## src/rtl/serial_sub_pkg.sv

```systemverilog
// rtl/serial_sub_pkg.sv - state encoding and width limits for the serial subtractor
package serial_sub_pkg;

  localparam logic [1:0] ST_IDLE  = 2'd0;
  localparam logic [1:0] ST_SHIFT = 2'd1;
  localparam logic [1:0] ST_DONE  = 2'd2;

  typedef enum logic [1:0] {
    S_IDLE  = ST_IDLE,
    S_SHIFT = ST_SHIFT,
    S_DONE  = ST_DONE
  } state_e;

  localparam int WIDTH_MIN = 2;
  localparam int WIDTH_MAX = 32;

  function automatic bit width_legal(input int w);
    return (w >= WIDTH_MIN) && (w <= WIDTH_MAX);
  endfunction

endpackage

```

## src/rtl/full_subtractor.sv

```systemverilog
// rtl/full_subtractor.sv - full subtractor from two half subtractors and an OR
module full_subtractor (
  input  logic a_i,
  input  logic b_i,
  input  logic bin_i,
  output logic d_o,
  output logic bout_o
);

  logic d0;
  logic b0;
  logic b1;

  half_subtractor u_hs0 (
    .a_i    (a_i),
    .b_i    (b_i),
    .d_o    (d0),
    .bout_o (b0)
  );

  // Second stage subtracts the incoming borrow from the partial difference.
  half_subtractor u_hs1 (
    .a_i    (d0),
    .b_i    (bin_i),
    .d_o    (d_o),
    .bout_o (b1)
  );

  assign bout_o = b0 | b1;

endmodule

```

## src/rtl/half_subtractor.sv

```systemverilog
// rtl/half_subtractor.sv - one-bit half subtractor: d = a ^ b, borrow = ~a & b
module half_subtractor (
  input  logic a_i,
  input  logic b_i,
  output logic d_o,
  output logic bout_o
);

  assign d_o    = a_i ^ b_i;
  assign bout_o = ~a_i & b_i;

endmodule

```

## src/rtl/serial_subtractor.sv

```systemverilog
// rtl/serial_subtractor.sv - bit-serial LSB-first a - b with start/busy/done handshake
module serial_subtractor
  import serial_sub_pkg::*;
#(
  parameter int WIDTH = 8
) (
  input  logic             clk,
  input  logic             rst_n,
  input  logic             start,
  input  logic [WIDTH-1:0] a,
  input  logic [WIDTH-1:0] b,
  output logic             busy,
  output logic             done,
  output logic [WIDTH-1:0] diff,
  output logic             borrow_out
);

  localparam int CW = $clog2(WIDTH);
  localparam logic [CW-1:0] CNT_LAST = CW'(WIDTH - 1);
  localparam logic [CW-1:0] CNT_ONE  = CW'(1);

  if (!width_legal(WIDTH)) begin : g_width_check
    $error("serial_subtractor: WIDTH out of legal range");
  end

  state_e           state_q, state_d;
  logic [WIDTH-1:0] a_sh_q, a_sh_d;
  logic [WIDTH-1:0] b_sh_q, b_sh_d;
  logic [WIDTH-1:0] d_sh_q, d_sh_d;
  logic             bq_q, bq_d;
  logic [CW-1:0]    cnt_q, cnt_d;
  logic [WIDTH-1:0] diff_q, diff_d;
  logic             borrow_q, borrow_d;

  logic             cell_d;
  logic             cell_bout;
  logic             load;
  logic [WIDTH-1:0] d_sh_next;

  full_subtractor u_cell (
    .a_i    (a_sh_q[0]),
    .b_i    (b_sh_q[0]),
    .bin_i  (bq_q),
    .d_o    (cell_d),
    .bout_o (cell_bout)
  );

  assign d_sh_next = {cell_d, d_sh_q[WIDTH-1:1]};

  always_comb begin
    state_d  = state_q;
    a_sh_d   = a_sh_q;
    b_sh_d   = b_sh_q;
    d_sh_d   = d_sh_q;
    bq_d     = bq_q;
    cnt_d    = cnt_q;
    diff_d   = diff_q;
    borrow_d = borrow_q;
    load     = 1'b0;

    unique case (state_q)
      S_IDLE: begin
        load = start;
      end
      S_SHIFT: begin
        a_sh_d = {1'b0, a_sh_q[WIDTH-1:1]};
        b_sh_d = {1'b0, b_sh_q[WIDTH-1:1]};
        d_sh_d = d_sh_next;
        bq_d   = cell_bout;
        // Results reach the ports only once the last bit is through the cell.
        if (cnt_q == CNT_LAST) begin
          diff_d   = d_sh_next;
          borrow_d = cell_bout;
          state_d  = S_DONE;
        end else begin
          cnt_d = cnt_q + CNT_ONE;
        end
      end
      S_DONE: begin
        load = start;
        if (!start) begin
          state_d = S_IDLE;
        end
      end
      default: begin
        state_d = S_IDLE;
      end
    endcase

    if (load) begin
      a_sh_d  = a;
      b_sh_d  = b;
      d_sh_d  = '0;
      bq_d    = 1'b0;
      cnt_d   = '0;
      state_d = S_SHIFT;
    end
  end

  always_ff @(posedge clk or negedge rst_n) begin
    if (!rst_n) begin
      state_q  <= S_IDLE;
      a_sh_q   <= '0;
      b_sh_q   <= '0;
      d_sh_q   <= '0;
      bq_q     <= 1'b0;
      cnt_q    <= '0;
      diff_q   <= '0;
      borrow_q <= 1'b0;
    end else begin
      state_q  <= state_d;
      a_sh_q   <= a_sh_d;
      b_sh_q   <= b_sh_d;
      d_sh_q   <= d_sh_d;
      bq_q     <= bq_d;
      cnt_q    <= cnt_d;
      diff_q   <= diff_d;
      borrow_q <= borrow_d;
    end
  end

  assign busy       = (state_q == S_SHIFT);
  assign done       = (state_q == S_DONE);
  assign diff       = diff_q;
  assign borrow_out = borrow_q;

endmodule
```

## config.mk

```make
export PLATFORM = sky130hd
export DESIGN_NAME = serial_subtractor
export DESIGN_NICKNAME = d
export VERILOG_FILES = /design/src/rtl/serial_sub_pkg.sv /design/src/rtl/full_subtractor.sv /design/src/rtl/half_subtractor.sv /design/src/rtl/serial_subtractor.sv
export SDC_FILE = /design/constraint.sdc
export NUM_CORES = 1
export LEC_CHECK = 0
export BUFFER_PORTS_ARGS = -buffer_cell sky130_fd_sc_hd__buf_2
export CORE_MARGIN = 4
export CORE_UTILIZATION = 50
export DETAILED_ROUTE_END_ITERATION = 10
export PLACE_DENSITY_LB_ADDON = 0.2
export REMOVE_ABC_BUFFERS = 1
export SLEW_MARGIN = 40
export SYNTH_ARGS = -nofsm -noshare
export SYNTH_HDL_FRONTEND = slang
export SYNTH_HIERARCHICAL = 1
export SYNTH_SLANG_ARGS = --single-unit
```

## constraint.sdc

```tcl
create_clock -name clk -period 2 [get_ports clk]
set_input_delay 0.2 -clock clk [delete_from_list [all_inputs] [get_ports clk]]
set_output_delay 0.2 -clock clk [all_outputs]
set_load 0.005 [all_outputs]
```

# Word-level counts from Yosys, hierarchy flattened
# Cells that the tools add are included.
# Widths: inputs -> output; s select.
totals:
  register_bits: 39
  latch_bits: 0
  ram_bits: 0
  romBits: 0
  inputBits: 19
  output_inout_bits: 11
  wordCells: 45
  n_memories: 0
classes:
  addsub: 1
  mul: 0
  n_div: 0
  order_cmp: 0
  eq_ne: 7
  n_shift: 0
  muxes: 16
  bitwise_logic: 7
  n_reduce_logical: 6
ops:
  columns: ["cell", "count"]
  rows:
  - ["$mux 8", 6]
  - ["$mux 3", 3]
  - ["$mux 2", 3]
  - ["$pmux 2 s3", 1]
  - ["$ne 2x2->1 const B", 2]
  - ["$reduce_and 2->1", 2]
  - ["$add 3x1->3 const B", 1]
  - ["$eq 3x3->1 const B", 1]
  - ["$mux 1", 3]
  - ["$ne 3x1->1 const B", 1]
  - ["$ne 3x2->1 const B", 1]
  - ["$reduce_and 3->1", 1]
  - ["$and 1x1->1", 2]
  - ["$eq 2x1->1 const B", 1]
  - ["$eq 2x2->1 const B", 1]
  - ["$logic_not 2->1", 1]
  - ["$not 1->1", 2]
  - ["$reduce_bool 2->1", 1]
  - ["$reduce_or 2->1", 1]
  - ["$xor 1x1->1", 2]
  - ["$or 1x1->1", 1]

# Depth between registers and ports, before layout
# Gate-level depths: netlist of the first run.
logic_depth:
  ltp_word: 6
  depth_mapped: 8
  ltp_nobuf: 8

# Cells and area by module
# Netlist of the first run, hierarchy kept.
by_module_without_submodules:
  columns: ["module", "instances", "cells_per_inst", "area_each_um2", "seq_area_each_um2"]
  rows:
  - ["serial_subtractor", 1, 139, 1934.4, 950.9]
  - ["half_subtractor", 2, 3, 20.0, 0.0]
  - ["full_subtractor", 1, 1, 6.3, 0.0]

# Least setup slack after synthesis of the first run
# Ideal clock, no wire load.
synth_timing:
  path_kind: "reg2reg"
  from: "reg a_sh_q[0]"
  to: "reg bq_q"
  setup_ns: 0.121
  arrival_ns: 1.557
  required_ns: 1.879
  path_slack_ns: 0.322
  stages_incl_launch_ff: 9
  path_buffers: 0
  synth_period_minus_slack_ns: 1.678
  path_cell_list: "dfrtp_1 inv_1 ha_1 inv_1 inv_1 ha_1 or2_1 mux2_1 a22o_1"
synth_between:
  elab_chain_len: 6
  elab_cells_between_ends: 8
  cone_classes: "mux: 2; bitwise: 6"
synth_rtl:
  columns: ["item", "line", "source"]
  rows:
  - ["from (decl)", "serial_subtractor.sv:27", "logic [WIDTH-1:0] a_sh_q, a_sh_d;"]
  - ["from (signal assigned)", "serial_subtractor.sv:112", "a_sh_q <= a_sh_d;"]
  - ["$xor 1x1->1", "half_subtractor.sv:9", "assign d_o = a_i ^ b_i;"]
  - ["via u_cell.d0", "full_subtractor.sv:10", "logic d0;"]
  - ["$not 1->1", "half_subtractor.sv:10", "assign bout_o = ~a_i & b_i;"]
  - ["$and 1x1->1", "half_subtractor.sv:10", null]
  - ["via u_cell.b1", "full_subtractor.sv:12", "logic b1;"]
  - ["$or 1x1->1", "full_subtractor.sv:29", "assign bout_o = b0 | b1;"]
  - ["via cell_bout", "serial_subtractor.sv:36", "logic cell_bout;"]
  - ["$mux 1", "serial_subtractor.sv:61", "unique case (state_q)"]
  - ["$mux 1", "serial_subtractor.sv:90", "if (load) begin"]
  - ["to (signal assigned)", "serial_subtractor.sv:115", "bq_q <= bq_d;"]
  - ["to (decl)", "serial_subtractor.sv:30", "logic bq_q, bq_d;"]
# The timed path passes the listed nets, and every way through them passes these cells. The select of a mux whose other input is x is not followed.
# A chain may end at the register's enable or synchronous reset.

# Final worst setup path of the first run
layout_timing:
  from: "reg cnt_q[0]"
  to: "reg diff_q[3], in the netlist diff[3]"
layout_between:
  elab_chain_len: 2
layout_rtl:
  columns: ["item", "line", "source"]
  rows:
  - ["from (decl)", "serial_subtractor.sv:31", "logic [CW-1:0] cnt_q, cnt_d;"]
  - ["from (signal assigned)", "serial_subtractor.sv:116", "cnt_q <= cnt_d;"]
  - ["$eq 3x3->1", "serial_subtractor.sv:71", "if (cnt_q == CNT_LAST) begin"]
  - ["$reduce_and 2->1 (no line)", null, null]
  - ["to (signal assigned)", "serial_subtractor.sv:117", "diff_q <= diff_d;"]
  - ["to (decl)", "serial_subtractor.sv:32", "logic [WIDTH-1:0] diff_q, diff_d;"]
# No other way between the ends.

==> metrics.txt, run 1 <==
Yosys reg bits 38; largest net degree at the start of global routing 39; clk buf depth 2; Worst-Margin Slew 553 ps; DRT Wirelength 3400 um; min cycle time layout 1780 ps; Synth Area per Inst 13.6 um2; vias per std cell 5.42; hpwl dp 2310 um; Hold Slack 200 ps; fin. max-slew vios 0; DRC Markers 0; full die area 0.00503 mm2; Max IR drop VDD 0.684 mV; Max-Cap Viols 0; yosys warns 6; Net count, final 201; Max Used Layer met4; most frequent cells in the layout mux2i_1 (44), dfrtp_1 (38), buf_2 (28), mux2_4 (9); # clock sinks 38; wire length on met2 1730 um; Yosys cell types 21; commonest non-fill, non-tap cell in the layout mux2i_1; Min-Delay Path Class in2reg; GPL Wtd Cong 0.720; grt ovf 0; Setup Skew 4.85 ps; Initial Util 52.9%; Hold Fails Final Rpt 0; overall power 3.27 mW; Fillers 308; Setup crit end kind flop; P&R area growth vs syn 15.0%; port bufs 29; Clock Pin Slew Worst Setup and Hold Paths 70 ps; synthesized area 0.00198 mm2; CP Launch Point cnt_q[0]; gate count of the mapped netlist 146; number of buffers created by CTS 5; met1 wire length 1480 um; r2r setup slk 220 ps; first-pass GRT wire length 5950 um; via count 1,230; Register-to-Register Path Depth 5; P per Cell Area 1440 mW/mm2; diode count 0; hold depth 3; initial antenna violation count 0; Row Count 22; Crit Path Max Fanout 7; CP Class reg2reg; Total GRT Usage 15.0%; TritonCTS clock tree built; outcome complete, no violations; total of cells resized after clock tree synthesis 0; Pleak 1.23 nW; layout cells sized above 1 29.1%; Worst-Skew Late Latency 280 ps; Initial DRC Count 74; htree depth 2; Post-DRT Antenna Nets 0; met3 wire len 143 um; Max Clk Rate 562 MHz; # setup viols final 0; setup bufs post-CTS 0; I/O pin total 30; R2R Path Start cnt_q[0]; Routed WL per cell 15.0 um; Seq/Total Area, Yosys 48.0%; cts hold-fix bufs 0; largest cells by area after synthesis dfrtp_1 (48%), mux2i_1 (22%), mux2_4 (6.8%); core region area 0.00374 mm2; RSZ-0062 raised after global routing no; cell taking the most area after synthesis dfrtp_1; CTS root buffer clkbuf_8; relative slew slack 63.2%; RR Endpoint diff[3]; area share of the largest cell type after synthesis 48.0%; vias in the first global route 1,287; Die Span X 70.9 um; CP endpoint diff[3]; DRT Pass-1 Iters 4; crit start category flop; CP arrival 1950 ps; crit share post-route 89.0%; Critical Path RT 2170 ps; Setup Total Neg Slack 0 ps; Die H 70.9 um
==> critical path, cell delays in order (launching register included) <==
cell and delay, ps:
dfrtp_1 430, ha_1 230, ha_1 240, nand3b_1 290
buf_12 180, mux2_4 290
==> flip-flops by register name (all words and copies together) (netlist names) <==
name and cells:
cnt_q 3, bq_q 1, diff 8, d_sh_q 7, a_sh_q 8, state_q 2
b_sh_q 8, borrow_out 1
==> power by group <==
part / total [mW] / internal, mW / leakage, nW / switching, mW
Sequential: 1.36 / 1.10 / 0.489 / 0.257
Clock: 0.628 / 0.367 / 0.0579 / 0.262
Combinational: 1.29 / 0.753 / 0.679 / 0.536
==> layer usage <==
layer / up-vias / global-route usage, %
li1: 597 / -
met1: 602 / 17.6
met2: 29 / 25.2
met3: 2 / 4.55
met4: 0 / 6.47
met5: - / 0
==> synthesized netlist by cell type <==
| library cell | number |
|---|---|
| mux2_2 | 1 |
| inv_1 | 5 |
| buf_6 | 3 |
| nand3_1 | 2 |
| o211a_1 | 3 |
| nor2b_1 | 3 |
| nor2_1 | 2 |
| buf_2 | 3 |
| buf_4 | 4 |
| dfrtp_1 | 38 |
| mux2_1 | 8 |
| mux2i_1 | 44 |
| a22o_1 | 8 |
| mux2_4 | 9 |
| nand3b_1 | 1 |
| a221o_1 | 1 |
| ha_1 | 4 |
| a311o_1 | 2 |
| or2_1 | 1 |
| nor3b_1 | 2 |
| o21ai_0 | 2 |
==> worst min path at each step <==
stage	start	to	slack [ps]
finish	b[0]	b_sh_q[0]	200
global route	b[6]	b_sh_q[6]	190
CTS	rst_n	diff[2]	40
detailed placement	rst_n	d_sh_q[1]	350
global placement	rst_n	diff[0]	340
floorplan	rst_n	a_sh_q[0]	-100
==> cell families (layout without fill, tap and decap cells) <==
kind of cell | after synthesis | in the layout | share of synthesized area [%]
AOI/OAI and AO/OA | 16 | 16 | 7.08
DFF | 38 | 38 | 48.0
and+or+nand+nor | 11 | 11 | 3.29
adders and majority gates | 4 | 4 | 2.53
muxes | 62 | 62 | 34.2
buffers and inverters | 15 | 48 | 4.93
==> area by class of cell <==
class	count	area, um2	area share, %
sequential	38	951	41.7
multi-input combinational	93	932	40.9
timing repair buffer	35	208	9.12
clock buffer	5	68.8	3.02
tap	48	60.1	2.64
clock inverter	3	40.0	1.76
inverter	5	18.8	0.824
==> per-stage QoR <==
step / util [%] / setup slack, ps / cells / area (um2)
floorplan: - / -211 / 136 / 1900
global placement: 57.6 / 296 / 218 / 2160
detailed placement: 57.6 / 224 / 218 / 2160
CTS: 60.5 / 220 / 226 / 2270
global route: 60.9 / 106 / 227 / 2280
finish: 60.9 / 220 / 227 / 2280
Note: power is estimated with default switching activity, not from simulation.
==> inputs of run 2 (changes only) <==
==> constraint.sdc (replaced) <==
create_clock -name clk -period 2 [get_ports clk]
set_input_delay 0.3 -clock clk [delete_from_list [all_inputs] [get_ports clk]]
set_output_delay 0.3 -clock clk [all_outputs]
set_load 0.005 [all_outputs]
==> run 2 against run 1 <==
  * Combinational power hardly changed
  * Via count up 1.8%
  * Final area up 0.44%
  * Clock-buffer cell count is the same
  * Largest power group unchanged
  * Critical path type is now reg2out
  * Hold slack improved by 98 ps
==> metrics.txt, run 2 (synthesized netlist as in run 1, its figures left out) <==
Hold Fails Final Rpt 0 (unchanged); Die H 70.9 um (unchanged); # setup viols final 0 (unchanged); final instance area 0.00229 mm2 (+0.44%); RR Endpoint bq_q; Routed WL per cell 15.1 um (+0.82%); fin. max-slew vios 0 (unchanged); Row Count 22 (unchanged); Max Used Layer met4; commonest non-fill, non-tap cell in the layout mux2i_1; Die Span X 70.9 um (unchanged); Min-Delay Path Class in2reg; htree depth 2 (unchanged); CP Launch Point state_q[1]; CTS root buffer clkbuf_8; crit start category flop; r2r setup slk 260 ps (+40 ps); hold depth 3 (unchanged); most frequent cells in the layout mux2i_1 (44), dfrtp_1 (38), buf_2 (28), mux2_4 (9), buf_4 (9); DRT Pass-1 Iters 3 (-1); vias per std cell 5.44 (+0.46%); crit share post-route 87.3% (-1.7 points); # clock sinks 38 (unchanged); total of cells resized after clock tree synthesis 0 (unchanged); Final Non-Filler Cells 230 (+1.3%); outcome complete, no violations; largest net degree at the start of global routing 39 (unchanged); port bufs 29 (unchanged); Setup Skew 6.98 ps (+2.12 ps); hold path start a[6]; P&R area growth vs syn 15.5%; Slowest Stage Delay on Critical Path 590 ps (+160 ps); Worst-Skew Late Latency 290 ps (about the same); Crit Path Max Fanout 12 (+5); clk buf depth 2 (unchanged); placed cell count 221 (+1.4%); Util after Layout 61.1% (+0.27 points); CP top delay family flip-flops; first-pass GRT wire length 6120 um (+2.8%); R2R Path Start a_sh_q[0]; Pleak 1.23 nW (+0.66%); diode count 0 (unchanged); Cell Chain, Critical Path buf_4 > nor2b_1 > buf_2; relative slew slack 67.8% (+4.6 points); Max-Cap Viols 0 (unchanged); Max Clk Rate 573 MHz (+1.9%); GPL Wtd Cong 0.761 (+5.7%); Setup Total Neg Slack 0 ps (unchanged); worst slack, placed 240 ps (+15.7 ps); TritonCTS clock tree built; Worst-Margin Slew 483 ps (-69.1 ps); Initial DRC Count 49 (-34%); met3 wire len 133 um (-7.0%); layout cells sized above 1 30.2% (+1.2 points); full die area 0.00503 mm2 (unchanged); Setup crit end kind output port; vias in the first global route 1,351 (+5.0%); via count 1,252 (+1.8%); Register-to-Register Path Depth 8 (+3); P per Cell Area 1430 mW/mm2 (-0.20%); Net count, final 204 (+1.5%); I/O pin total 30 (unchanged); Initial Util 52.9% (unchanged); Post-DRT Antenna Nets 0 (unchanged); CP arrival 1450 ps (-500 ps); number of buffers created by CTS 5 (unchanged); crit path max-delay cell type dfrtp_1; worst path buffer plus inverter count 2 (+1); worst setup margin 253 ps (+33.6 ps); DRC Markers 0 (unchanged); Critical Path RT 1700 ps (-470 ps); min cycle time layout 1750 ps (-33.6 ps); placed instance area 0.00217 mm2 (+0.46%); hpwl dp 2480 um (+7.2%); grt ovf 0 (unchanged); core region area 0.00374 mm2 (unchanged); Total GRT Usage 15.3% (+0.30 points); Max IR drop VDD 0.751 mV (+9.7%); RSZ-0062 raised after global routing no; wire length on met2 1810 um (+4.5%); met1 wire length 1490 um (+0.47%); initial antenna violation count 0 (unchanged); DRT Wirelength 3470 um (+2.2%); Clock Pin Slew Worst Setup and Hold Paths 70 ps (about the same); CP Class reg2out; Hold Path Sink a_sh_q[6]
[run 2: repair_timing]
item,4_1_cts,5_1_grt
endpoints found under the hold margin,0,3
buffers inserted,0,0
setup endpoints to repair,0,0
hold buffers,0,1
[run 2: metrics by stage]
| step | hold WS [ps] | power, mW |
|---|---|---|
| floorplan | 4.41 | 2.27 |
| global placement | 443 | 2.60 |
| detailed placement | 458 | 2.68 |
| CTS | 138 | 3.33 |
| global route | 309 | 3.54 |
| finish | 298 | 3.28 |
[run 2: power breakdown]
group          switching (mW)  internal [mW]
Combinational           0.513          0.750
Clock                   0.271          0.367
Sequential              0.281           1.10
Total                    1.07           2.22
[run 2: cell type report]
class                   instances  area (um2)
repair buffers                 38         218
multi-input cells              93         932
inverters                       5        18.8
well taps                      48        60.1
fillers                       323        1460
clock inverters                 3        40.0
flip-flops and latches         38         951
clock buffers                   5        68.8
[run 2: per-layer routing]
layer | up-vias | global-route usage [%]
met3 | 4 | 4.55
met2 | 24 | 27.0
li1 | 602 | -
met5 | - | 0
met1 | 622 | 17.7
met4 | 0 | 4.80
[run 2: how the worst max path moves through the flow]
stage                      end  cells after the start  slack (ps)
finish                    done                      3         250
global route              done                      3         160
CTS                       done                      3         230
detailed placement        bq_q                      8         240
global placement          bq_q                      8         290
floorplan           borrow_out                      2        -210
[run 2: worst reg2reg max path: stages (launching register included)]
cell,delay (ps)
dfrtp_1,360
inv_1,50
ha_1,280
inv_1,50
inv_1,30
ha_1,170
or2_1,230
mux2_1,280
a22o_1,180
